`src/rtl/mem_rsp_pkg.sv`:
```
// Shared types, default widths and parameter legality checks for the
// flow-controlled parametrised memory.
package mem_rsp_pkg;

    localparam int DEF_DATA_W = 32;
    localparam int DEF_BE_W   = DEF_DATA_W / 8;

    // Default-width response entry; modules with other widths declare a local copy.
    typedef struct packed {
        logic                  err;
        logic [DEF_DATA_W-1:0] data;
    } rsp_t;

    function automatic bit data_w_ok(input int data_w);
        return (data_w >= 32'sd8) && ((data_w % 32'sd8) == 32'sd0);
    endfunction

    function automatic bit depth_ok(input int addr_w, input int depth);
        return (depth >= 32'sd1) && (depth <= (32'sd1 << addr_w));
    endfunction

    function automatic bit rd_lat_ok(input int rd_lat, input int rsp_depth);
        return (rd_lat >= 32'sd1) && (rd_lat <= 32'sd4) && (rsp_depth >= rd_lat + 32'sd1);
    endfunction

    function automatic bit params_ok(input int data_w, input int addr_w, input int depth,
                                     input int rd_lat, input int rsp_depth);
        return data_w_ok(data_w) && depth_ok(addr_w, depth) && rd_lat_ok(rd_lat, rsp_depth);
    endfunction

endpackage

```
`src/rtl/mem_rsp_chk.sv`:
```
// Protocol checker for the response buffer and credit counter.
module mem_rsp_chk #(
    parameter int CNT_W = 3
) (
    input logic             clk,
    input logic             rst,
    input logic             i_push,
    input logic             i_pop,
    input logic             i_full,
    input logic             i_empty,
    input logic [CNT_W-1:0] i_count,
    input logic [CNT_W-1:0] i_inflight
);

    a_no_overflow:  assert property (@(posedge clk) disable iff (rst) !(i_push && i_full && !i_pop));
    a_no_underflow: assert property (@(posedge clk) disable iff (rst) !(i_pop && i_empty));
    a_credit_bound: assert property (@(posedge clk) disable iff (rst) (i_count <= i_inflight));

endmodule

```
`src/rtl/sync_fifo.sv`:
```
// Small synchronous FIFO holding read responses; supports push and pop in the
// same cycle, including when full.
module sync_fifo #(
    parameter int WIDTH = 33,
    parameter int DEPTH = 4
) (
    input  logic                          clk,
    input  logic                          rst,
    input  logic                          i_push,
    input  logic [WIDTH-1:0]              i_wdata,
    input  logic                          i_pop,
    output logic [WIDTH-1:0]              o_rdata,
    output logic                          o_full,
    output logic                          o_empty,
    output logic [$clog2(DEPTH+1)-1:0]    o_count
);

    localparam int AW = (DEPTH > 1) ? $clog2(DEPTH) : 1;
    localparam int CW = $clog2(DEPTH+1);

    logic [WIDTH-1:0] r_mem [DEPTH];
    logic [AW-1:0]    r_wr_ptr;
    logic [AW-1:0]    r_rd_ptr;
    logic [CW-1:0]    r_count;
    logic             w_do_push;
    logic             w_do_pop;

    function automatic logic [AW-1:0] ptr_inc(input logic [AW-1:0] p);
        if (p == AW'(DEPTH-1)) begin
            return {AW{1'b0}};
        end else begin
            return p + AW'(1);
        end
    endfunction

    assign o_full    = (r_count == CW'(DEPTH));
    assign o_empty   = (r_count == {CW{1'b0}});
    assign o_count   = r_count;
    assign o_rdata   = r_mem[r_rd_ptr];
    assign w_do_pop  = i_pop && !o_empty;
    assign w_do_push = i_push && (!o_full || w_do_pop);

    // Entry storage; contents are don't-care until pushed, so not reset.
    always_ff @(posedge clk) begin
        if (w_do_push) begin
            r_mem[r_wr_ptr] <= i_wdata;
        end
    end

    // Pointers and occupancy.
    always_ff @(posedge clk) begin
        if (rst) begin
            r_wr_ptr <= {AW{1'b0}};
            r_rd_ptr <= {AW{1'b0}};
            r_count  <= {CW{1'b0}};
        end else begin
            if (w_do_push) begin
                r_wr_ptr <= ptr_inc(r_wr_ptr);
            end
            if (w_do_pop) begin
                r_rd_ptr <= ptr_inc(r_rd_ptr);
            end
            case ({w_do_push, w_do_pop})
                2'b10:   r_count <= r_count + CW'(1);
                2'b01:   r_count <= r_count - CW'(1);
                default: r_count <= r_count;
            endcase
        end
    end

endmodule

```
`src/rtl/param_mem_rsp.sv`:
```
// Parametrised single-port memory with valid/ready requests and a buffered,
// credit-controlled read response channel.
module param_mem_rsp
    import mem_rsp_pkg::*;
#(
    parameter int DATA_W    = 32,
    parameter int ADDR_W    = 4,
    parameter int DEPTH     = 16,
    parameter int RD_LAT    = 1,
    parameter int RSP_DEPTH = 4
) (
    input  logic                clk,
    input  logic                rst,
    input  logic                req_valid,
    output logic                req_ready,
    input  logic                req_write,
    input  logic [ADDR_W-1:0]   req_addr,
    input  logic [DATA_W-1:0]   req_wdata,
    input  logic [DATA_W/8-1:0] req_be,
    output logic                rsp_valid,
    input  logic                rsp_ready,
    output logic [DATA_W-1:0]   rsp_rdata,
    output logic                rsp_err,
    output logic                busy
);

    localparam int BE_W  = DATA_W / 8;
    localparam int CNT_W = $clog2(RSP_DEPTH+1);

    typedef struct packed {
        logic              err;
        logic [DATA_W-1:0] data;
    } rsp_loc_t;

    if (!params_ok(DATA_W, ADDR_W, DEPTH, RD_LAT, RSP_DEPTH)) begin : g_bad_params
        $error("param_mem_rsp: illegal parameter combination");
    end

    logic [DATA_W-1:0] r_mem [DEPTH];
    logic [CNT_W-1:0]  r_inflight;
    logic [CNT_W-1:0]  w_inflight_nxt;
    logic              r_ready_ok;
    logic              w_addr_ok;
    logic              w_wr_hs;
    logic              w_rd_hs;
    logic              w_pop;
    logic              w_push;
    rsp_loc_t          w_rd_entry;
    rsp_loc_t          w_push_entry;
    rsp_loc_t          w_head;
    logic              w_full;
    logic              w_empty;
    logic [CNT_W-1:0]  w_count;

    assign w_addr_ok  = (32'(req_addr) < 32'(DEPTH));
    assign w_wr_hs    = req_valid && req_ready && req_write;
    assign w_rd_hs    = req_valid && req_ready && !req_write;
    assign w_rd_entry = w_addr_ok ? '{err: 1'b0, data: r_mem[req_addr]}
                                  : '{err: 1'b1, data: {DATA_W{1'b0}}};

    // Byte-enabled write; out-of-range writes are dropped and the array is never reset.
    always_ff @(posedge clk) begin
        if (w_wr_hs && w_addr_ok) begin
            for (int b = 0; b < BE_W; b++) begin
                if (req_be[b]) begin
                    r_mem[req_addr][8*b +: 8] <= req_wdata[8*b +: 8];
                end
            end
        end
    end

    // Read data is captured at acceptance and delayed so it enters the buffer RD_LAT cycles later.
    if (RD_LAT == 1) begin : g_lat1
        assign w_push       = w_rd_hs;
        assign w_push_entry = w_rd_entry;
    end else begin : g_pipe
        logic     r_pv [RD_LAT-1];
        rsp_loc_t r_pd [RD_LAT-1];

        // Shift register of in-flight reads; valids cleared on reset so nothing stale survives.
        always_ff @(posedge clk) begin
            if (rst) begin
                for (int i = 0; i < RD_LAT-1; i++) begin
                    r_pv[i] <= 1'b0;
                end
            end else begin
                r_pv[0] <= w_rd_hs;
                for (int i = 1; i < RD_LAT-1; i++) begin
                    r_pv[i] <= r_pv[i-1];
                end
            end
            r_pd[0] <= w_rd_entry;
            for (int i = 1; i < RD_LAT-1; i++) begin
                r_pd[i] <= r_pd[i-1];
            end
        end

        assign w_push       = r_pv[RD_LAT-2];
        assign w_push_entry = r_pd[RD_LAT-2];
    end

    sync_fifo #(
        .WIDTH (DATA_W + 1),
        .DEPTH (RSP_DEPTH)
    ) u_rsp_fifo (
        .clk     (clk),
        .rst     (rst),
        .i_push  (w_push),
        .i_wdata (w_push_entry),
        .i_pop   (w_pop),
        .o_rdata (w_head),
        .o_full  (w_full),
        .o_empty (w_empty),
        .o_count (w_count)
    );

    assign w_pop = rsp_valid && rsp_ready;

    // Credit update: one per accepted read, released on each response handshake.
    always_comb begin
        w_inflight_nxt = r_inflight;
        if (w_rd_hs && !w_pop) begin
            w_inflight_nxt = r_inflight + CNT_W'(1);
        end else if (!w_rd_hs && w_pop) begin
            w_inflight_nxt = r_inflight - CNT_W'(1);
        end else begin
            w_inflight_nxt = r_inflight;
        end
    end

    // Credit register and registered acceptance; held low on the first cycle after reset.
    always_ff @(posedge clk) begin
        if (rst) begin
            r_inflight <= {CNT_W{1'b0}};
            r_ready_ok <= 1'b0;
        end else begin
            r_inflight <= w_inflight_nxt;
            r_ready_ok <= (w_inflight_nxt < CNT_W'(RSP_DEPTH));
        end
    end

    assign req_ready = !rst && r_ready_ok;
    assign rsp_valid = !rst && !w_empty;
    assign rsp_rdata = rsp_valid ? w_head.data : {DATA_W{1'b0}};
    assign rsp_err   = rsp_valid && w_head.err;
    assign busy      = !rst && (r_inflight != {CNT_W{1'b0}});

    mem_rsp_chk #(
        .CNT_W (CNT_W)
    ) u_chk (
        .clk        (clk),
        .rst        (rst),
        .i_push     (w_push),
        .i_pop      (w_pop),
        .i_full     (w_full),
        .i_empty    (w_empty),
        .i_count    (w_count),
        .i_inflight (r_inflight)
    );

endmodule

```
`config.mk`:
```
export PLATFORM = sky130hd
export DESIGN_NAME = param_mem_rsp
export DESIGN_NICKNAME = d
export VERILOG_FILES = /design/src/rtl/mem_rsp_pkg.sv /design/src/rtl/mem_rsp_chk.sv /design/src/rtl/sync_fifo.sv /design/src/rtl/param_mem_rsp.sv
export SDC_FILE = /design/constraint.sdc
export NUM_CORES = 1
export LEC_CHECK = 0
export CAP_MARGIN = 20
export CELL_PAD_IN_SITES_DETAIL_PLACEMENT = 1
export CELL_PAD_IN_SITES_GLOBAL_PLACEMENT = 2
export CORE_MARGIN = 2
export CORE_UTILIZATION = 35
export CTS_BUF_LIST = sky130_fd_sc_hd__clkbuf_2 sky130_fd_sc_hd__clkbuf_4 sky130_fd_sc_hd__clkbuf_8
export CTS_CLUSTER_DIAMETER = 150
export DETAILED_ROUTE_END_ITERATION = 7
export PLACE_DENSITY = 0.66
export SYNTH_ARGS = -nofsm -noshare
export SYNTH_HDL_FRONTEND = slang
export SYNTH_SLANG_ARGS = --single-unit
```
`constraint.sdc`:
```
create_clock -name clk -period 3.02 [get_ports clk]
set_input_delay 0.755 -clock clk [delete_from_list [all_inputs] [get_ports clk]]
set_output_delay 0.755 -clock clk [all_outputs]
set_load 0.01 [all_outputs]
```
; Word-level counts from Yosys, hierarchy flattened
; Memories as Yosys holds them, arrays and structs flattened. A register that Yosys moved wholly into a read port is not among the register bits.
; Index checks and enable logic that the tools add are counted.
[totals]
reg_bits = 11
ramBits = 640
input_bits = 45
word_cells = 63
memories = 2
[op_classes]
n_addsub = 6
magnitude_cmp = 1
eq_ne = 5
mux = 22
reduce_logical = 22
[memory_table]
columns = memory, words, word_bits, read_ports, rd_clocked_by_memory_dff, write_ports, line_no
row1 = r_mem, 16, 32, 1, 0, 1, param_mem_rsp.sv:39  ; logic [DATA_W-1:0] r_mem [DEPTH];
row2 = u_rsp_fifo.r_mem, 4, 32, 1, 1, 1, sync_fifo.sv:21  ; logic [WIDTH-1:0] r_mem [DEPTH];
[op_table]
columns = operator, count
row1 = 32-bit two-way mux, 1
row2 = 1-bit two-way mux, 14
row3 = 1-bit logical AND, 11
row4 = 2-bit two-way mux, 4
row5 = "3-bit by 1-bit adder with 3-bit output, second input constant", 2
row6 = "2-bit == test, second input constant", 3
row7 = 1-bit zero test, 6
row8 = 3-bit two-way mux, 2
row9 = 3-bit case mux with 2 select lines, 1
row10 = "3-bit by 1-bit subtractor with 3-bit output, second input constant", 2
row11 = "2-bit by 1-bit adder with 2-bit output, second input constant", 2
row12 = "3-bit == test, second input constant", 1
row13 = 3-bit zero test, 1
row14 = "3-bit less-than comparator, second input constant", 1
row15 = 3-bit nonzero test, 1
row16 = "2-bit by 1-bit == test with 1-bit output, second input constant", 1
row17 = 2-bit nonzero test, 1
row18 = "1-bit logical AND, second input constant", 1
row19 = 1-bit logical OR, 1

; Longest topological paths before layout
[depth]
ltp_word = 9
depth_mapped = 10

; Cells and area by module
; From an unflattened synthesis, not the netlist that was laid out.
[unflattened]
cells_unflattened = 1185
hier_area_um2 = 25301.8
[modules_own_cells]
columns = module, instances, cells_per_inst, area_per_inst_um2
row1 = param_mem_rsp, 1, 953, 20015.4
row2 = sync_fifo, 1, 232, 5286.3

; Least setup slack after synthesis
; OpenSTA, ideal clock, no wires.
[synth_timing]
path_kind = input -> register
startpoint = input req_write
endpoint = memory u_rsp_fifo.r_mem[3][0] in the netlist's numbering, enable pin
setup_time_ns = 0.392
arrival_ns = 2.265
required_ns = 2.628
path_slack_ns = 0.363
cell_stages = 3
n_path_buf = 0
path_cell_list = nand4bb_1 a41oi_1 and2_1
[synth_via]
elab_chain_cells = 5
[synth_rtl]
columns = item, line_no
row1 = from (decl), param_mem_rsp.sv:16  ; input logic req_write,
row2 = 1-bit zero test, param_mem_rsp.sv:57  ; assign w_rd_hs = req_valid && req_ready && !req_write;
row3 = 1-bit logical AND, param_mem_rsp.sv:57
row4 = 1-bit logical AND, sync_fifo.sv:41  ; assign w_do_push = i_push && (!o_full || w_do_pop);
row5 = 1-bit two-way mux, sync_fifo.sv:45  ; if (w_do_push) begin
row6 = 1-bit two-way mux (implied by the code), sync_fifo.sv:46  ; r_mem[r_wr_ptr] <= i_wdata;
row7 = to (decl), sync_fifo.sv:21
; No other way between the ends.

==> results by group <==
Drt
  – Post-DRT Antenna Nets: 0
  – Initial DRC count: between 800 and 900
  – 1st-pass router iterations: 5
  – Vias per inst: 4.952
  – WL per Instance: approximately 23 µm
  – DRC viols: 0
  – Overall routed net length: 56990 µm
  – Total number of vias: about 12000

Clock network
  – Clock latency on the worst-skew pair: just under 0.7 ns
  – Clock buffer depth: 3
  – CTS buffer count: 104
  – Root Buffer: clkbuf_8
  – H-tree depth: 3
  – # hold bufs at CTS: 0
  – TritonCTS sink count: 653
  – Worst-path clk slew: 0.05 ns
  – CTS tree: done

Worst setup path
  – Critical path depth: 5
  – Crit path max fanout: 8
  – Crit-path cells: buf_6 -> buf_12 -> mux4_2 -> and2_1 -> buf_2
  – Worst reg2reg startpoint: u_rsp_fifo.o_count[2]
  – Kind of cell adding the most delay to the critical path: multiplexers
  – Critical path class: flip-flop to output port
  – Worst EP arrival: 2.15 ns
  – Crit path largest cell delay: approximately 0.51 ns
  – Crit path launch type: flip-flop
  – R2R depth: 11
  – CP Buf/Inv Count: 3
  – Crit end category: output port
  – Slowest CP cell: mux4_2
  – Worst EP required: 2.26 ns

Yosys
  – Post-synth ARST share: 0%
  – Top FF cell, synth: edfxtp_1
  – Netlist cell types: 32
  – Syn Nets: 1221
  – Cell area after synthesis: roughly 25000 µm²
  – #FFs+latches synth: 653
  – Post-synth EDFFs: between 600 and 700
  – Syn Inst Count: 1164
  – Avg Inst Size Synth: 21.50 µm²
  – Seq/Total Area, Yosys: between 70% and 80%
  – Warnings, synthesis: 0

Place
  – Pre-CTS worst setup slack: -0.1605 ns
  – DP Cell Count: 2244
  – Routability cong.: 0.7149
  – # port buffers: 79
  – DP Wirelength: 35650 µm

Timing
  – Slew headroom: around 58%
  – RSZ-0062 raised after global routing: false
  – Fin. Hold Viols: 0
  – Worst-margin pin slew: 0.6307 ns
  – Final period utilization: 96.21%
  – Worst setup margin: ~0.11 ns
  – Min cycle time layout: just under 3 ns
  – FMAX: 0.3442 GHz
  – Max-slew violation count: 0
  – Final setup fails: 0
  – Final Skew: approximately 0.037 ns
  – Setup TNS: 0 ns

Global route
  – Vias in the first global route: 13330
  – First-pass GRT wire length: between 80000 and 90000 µm
  – Grt total ovfl: 0
  – Largest net degree at the start of global routing: 37
  – GRT Total Usage: 15.74%
  – Initial antenna violation count: 3

Min path
  – Hold_sp: r_inflight[0]
  – Hold Crit Depth: 2
  – Min-delay worst type: flip-flop to flip-flop

Power
  – PwrDens: 607.4 nW/µm²
  – Overall Power: 18.15 mW
  – Peak supply drop: 0.2935 mV
  – Leak Pwr: between 9 and 10 nW

Finish
  – Non-Filler Instances: 2448
  – # fillers: approximately 6800
  – Final nets: 1466
  – Area delta synth->final: 19.46%
  – Share of cells above drive strength 1: between 30% and 40%
  – Final Util: 42.03%

Floorplan
  – Io pins: between 80 and 90
  – Die Footprint: roughly 74000 µm²
  – Core area: between 70000 and 80000 µm²
  – Die Y-Extent: 271.4 µm
  – Chip width: about 270 µm
  – Std cell rows: 98
  – Initial Util: a little over a third

Run status
  – Status: complete, no violations

Job
  – Number of max-cap violations: 0
[synthesized netlist by cell type (2+ instances only)]
master	instances	share of area, %
a211oi_1	2	0.060
a21oi_1	4	0.080
a22oi_1	64	1.9
and2_1	37	0.93
buf_1	4	0.060
buf_2	17	0.34
buf_4	2	0.060
buf_6	6	0.27
clkbuf_1	32	0.48
dfxtp_1	13	1.0
edfxtp_1	640	77
ha_1	11	0.55
inv_1	12	0.18
mux2i_1	2	0.080
mux4_2	160	14
nand2_1	53	0.80
nand2b_1	2	0.050
nand3_1	4	0.080
nor2_1	77	1.2
nor2b_1	6	0.15
o21ai_0	4	0.080
xor2_1	2	0.070
[routing by layer]
layer	share of wire [%]	GRT usage (%)	up-vias
met2	50	26.21	273
li1	-	-	5307
met3	4.7	2.954	81
met4	1.9	5.119	4
met1	44	20.93	6457
met5	0.051	0	-
[cell families after synthesis]
logic type / after synthesis / share of synthesized area [%]
AO/OA/AOI/OAI: 76 / 2.210
AND/OR/NAND/NOR: 184 / 3.316
adder cells (fa/ha/maj): 12 / 0.6301
other: 1 / 0.01499
multiplexers: 162 / 14.48
flip-flops: 653 / 77.85
buffers and inverters: 73 / 1.390
XOR/XNOR: 3 / 0.1050
[power by group]
part	leakage, nW	switching (mW)	internal (mW)	total (mW)
Combinational	2.74	0.496	0.377	0.873
Sequential	5.87	0.00948	10.0	10.0
Clock	1.09	3.33	3.94	7.27
Total	9.70	3.84	14.3	18.2
[state kept, by name (all words and copies together) (netlist names), named ones only]
name / count
r_inflight: 3
u_rsp_fifo.r_mem: 128
u_rsp_fifo.o_count: 3
r_mem: 512
u_rsp_fifo.r_rd_ptr: 2
r_ready_ok: 1
u_rsp_fifo.r_wr_ptr: 2
[area by class of cell]
cell class              instances  area (µm²)  area share [%]
repair buffers                200        1897           6.346
multi-input cells             438        5239           17.53
inverters                      12       45.04          0.1507
well taps                     950        1189           3.977
clock inverters                39       170.2          0.5693
clock buffers                 155        1864           6.237
diodes                          1       2.502        0.008372
flip-flops and latches        653       19480           65.18
[metrics by stage]
| step | instance area [µm²] | hold WS (ns) |
|---|---|---|
| final | 29890 | 0.5187 |
| after global routing | 29890 | 0.5608 |
| after CTS | 29930 | 0.5187 |
| after detailed placement | 27830 | 0.5096 |
| after global placement | 27830 | 0.5020 |
| after floorplan | 25020 | 0.4715 |
[cell usage in the layout, fill, tap and decap left out, drive strengths merged]
master / n
clkbuf: 156
mux4: 160
fa: 1
nor2b: 6
xor2: 2
a21oi: 4
a211oi: 2
nand3: 4
and4b: 1
ha: 11
dfxtp: 13
and2: 37
a22oi: 64
edfxtp: 640
o21ai: 4
a22o: 1
or3: 1
mux2i: 2
xnor2: 1
dlymetal6s2s: 1
nand4bb: 1
clkinvlp: 2
nand2b: 2
diode: 1
inv: 12
clkdlybuf4s50: 44
a41oi: 1
nor3: 1
nand2: 53
clkinv: 37
nor3b: 1
conb: 1
buf: 154
nor2: 77
[tightest hold or removal path, stage by stage, from the launching register on]
cell	delay [ns]
dfxtp_1	0.34
nand2_1	0.07
a21oi_1	0.06
[repair_timing]
item	CTS	global route
resized for setup	136	12
setup buffers	9	0
pin swaps	19	2
cloned	3	0
setup endpoints to repair	32	21
[path summary, 6_finish.rpt]
| path | slack [ns] | endpoint |
|---|---|---|
| worst max-delay path | 0.11 | rsp_rdata[11] |
| worst min-delay path | 0.52 | r_inflight[0] |
| worst max register to register | 0.60 | u_rsp_fifo.o_count[2] |
| worst min register to register | 0.52 | r_inflight[0] |
Note: power is estimated with default switching activity, not from simulation.
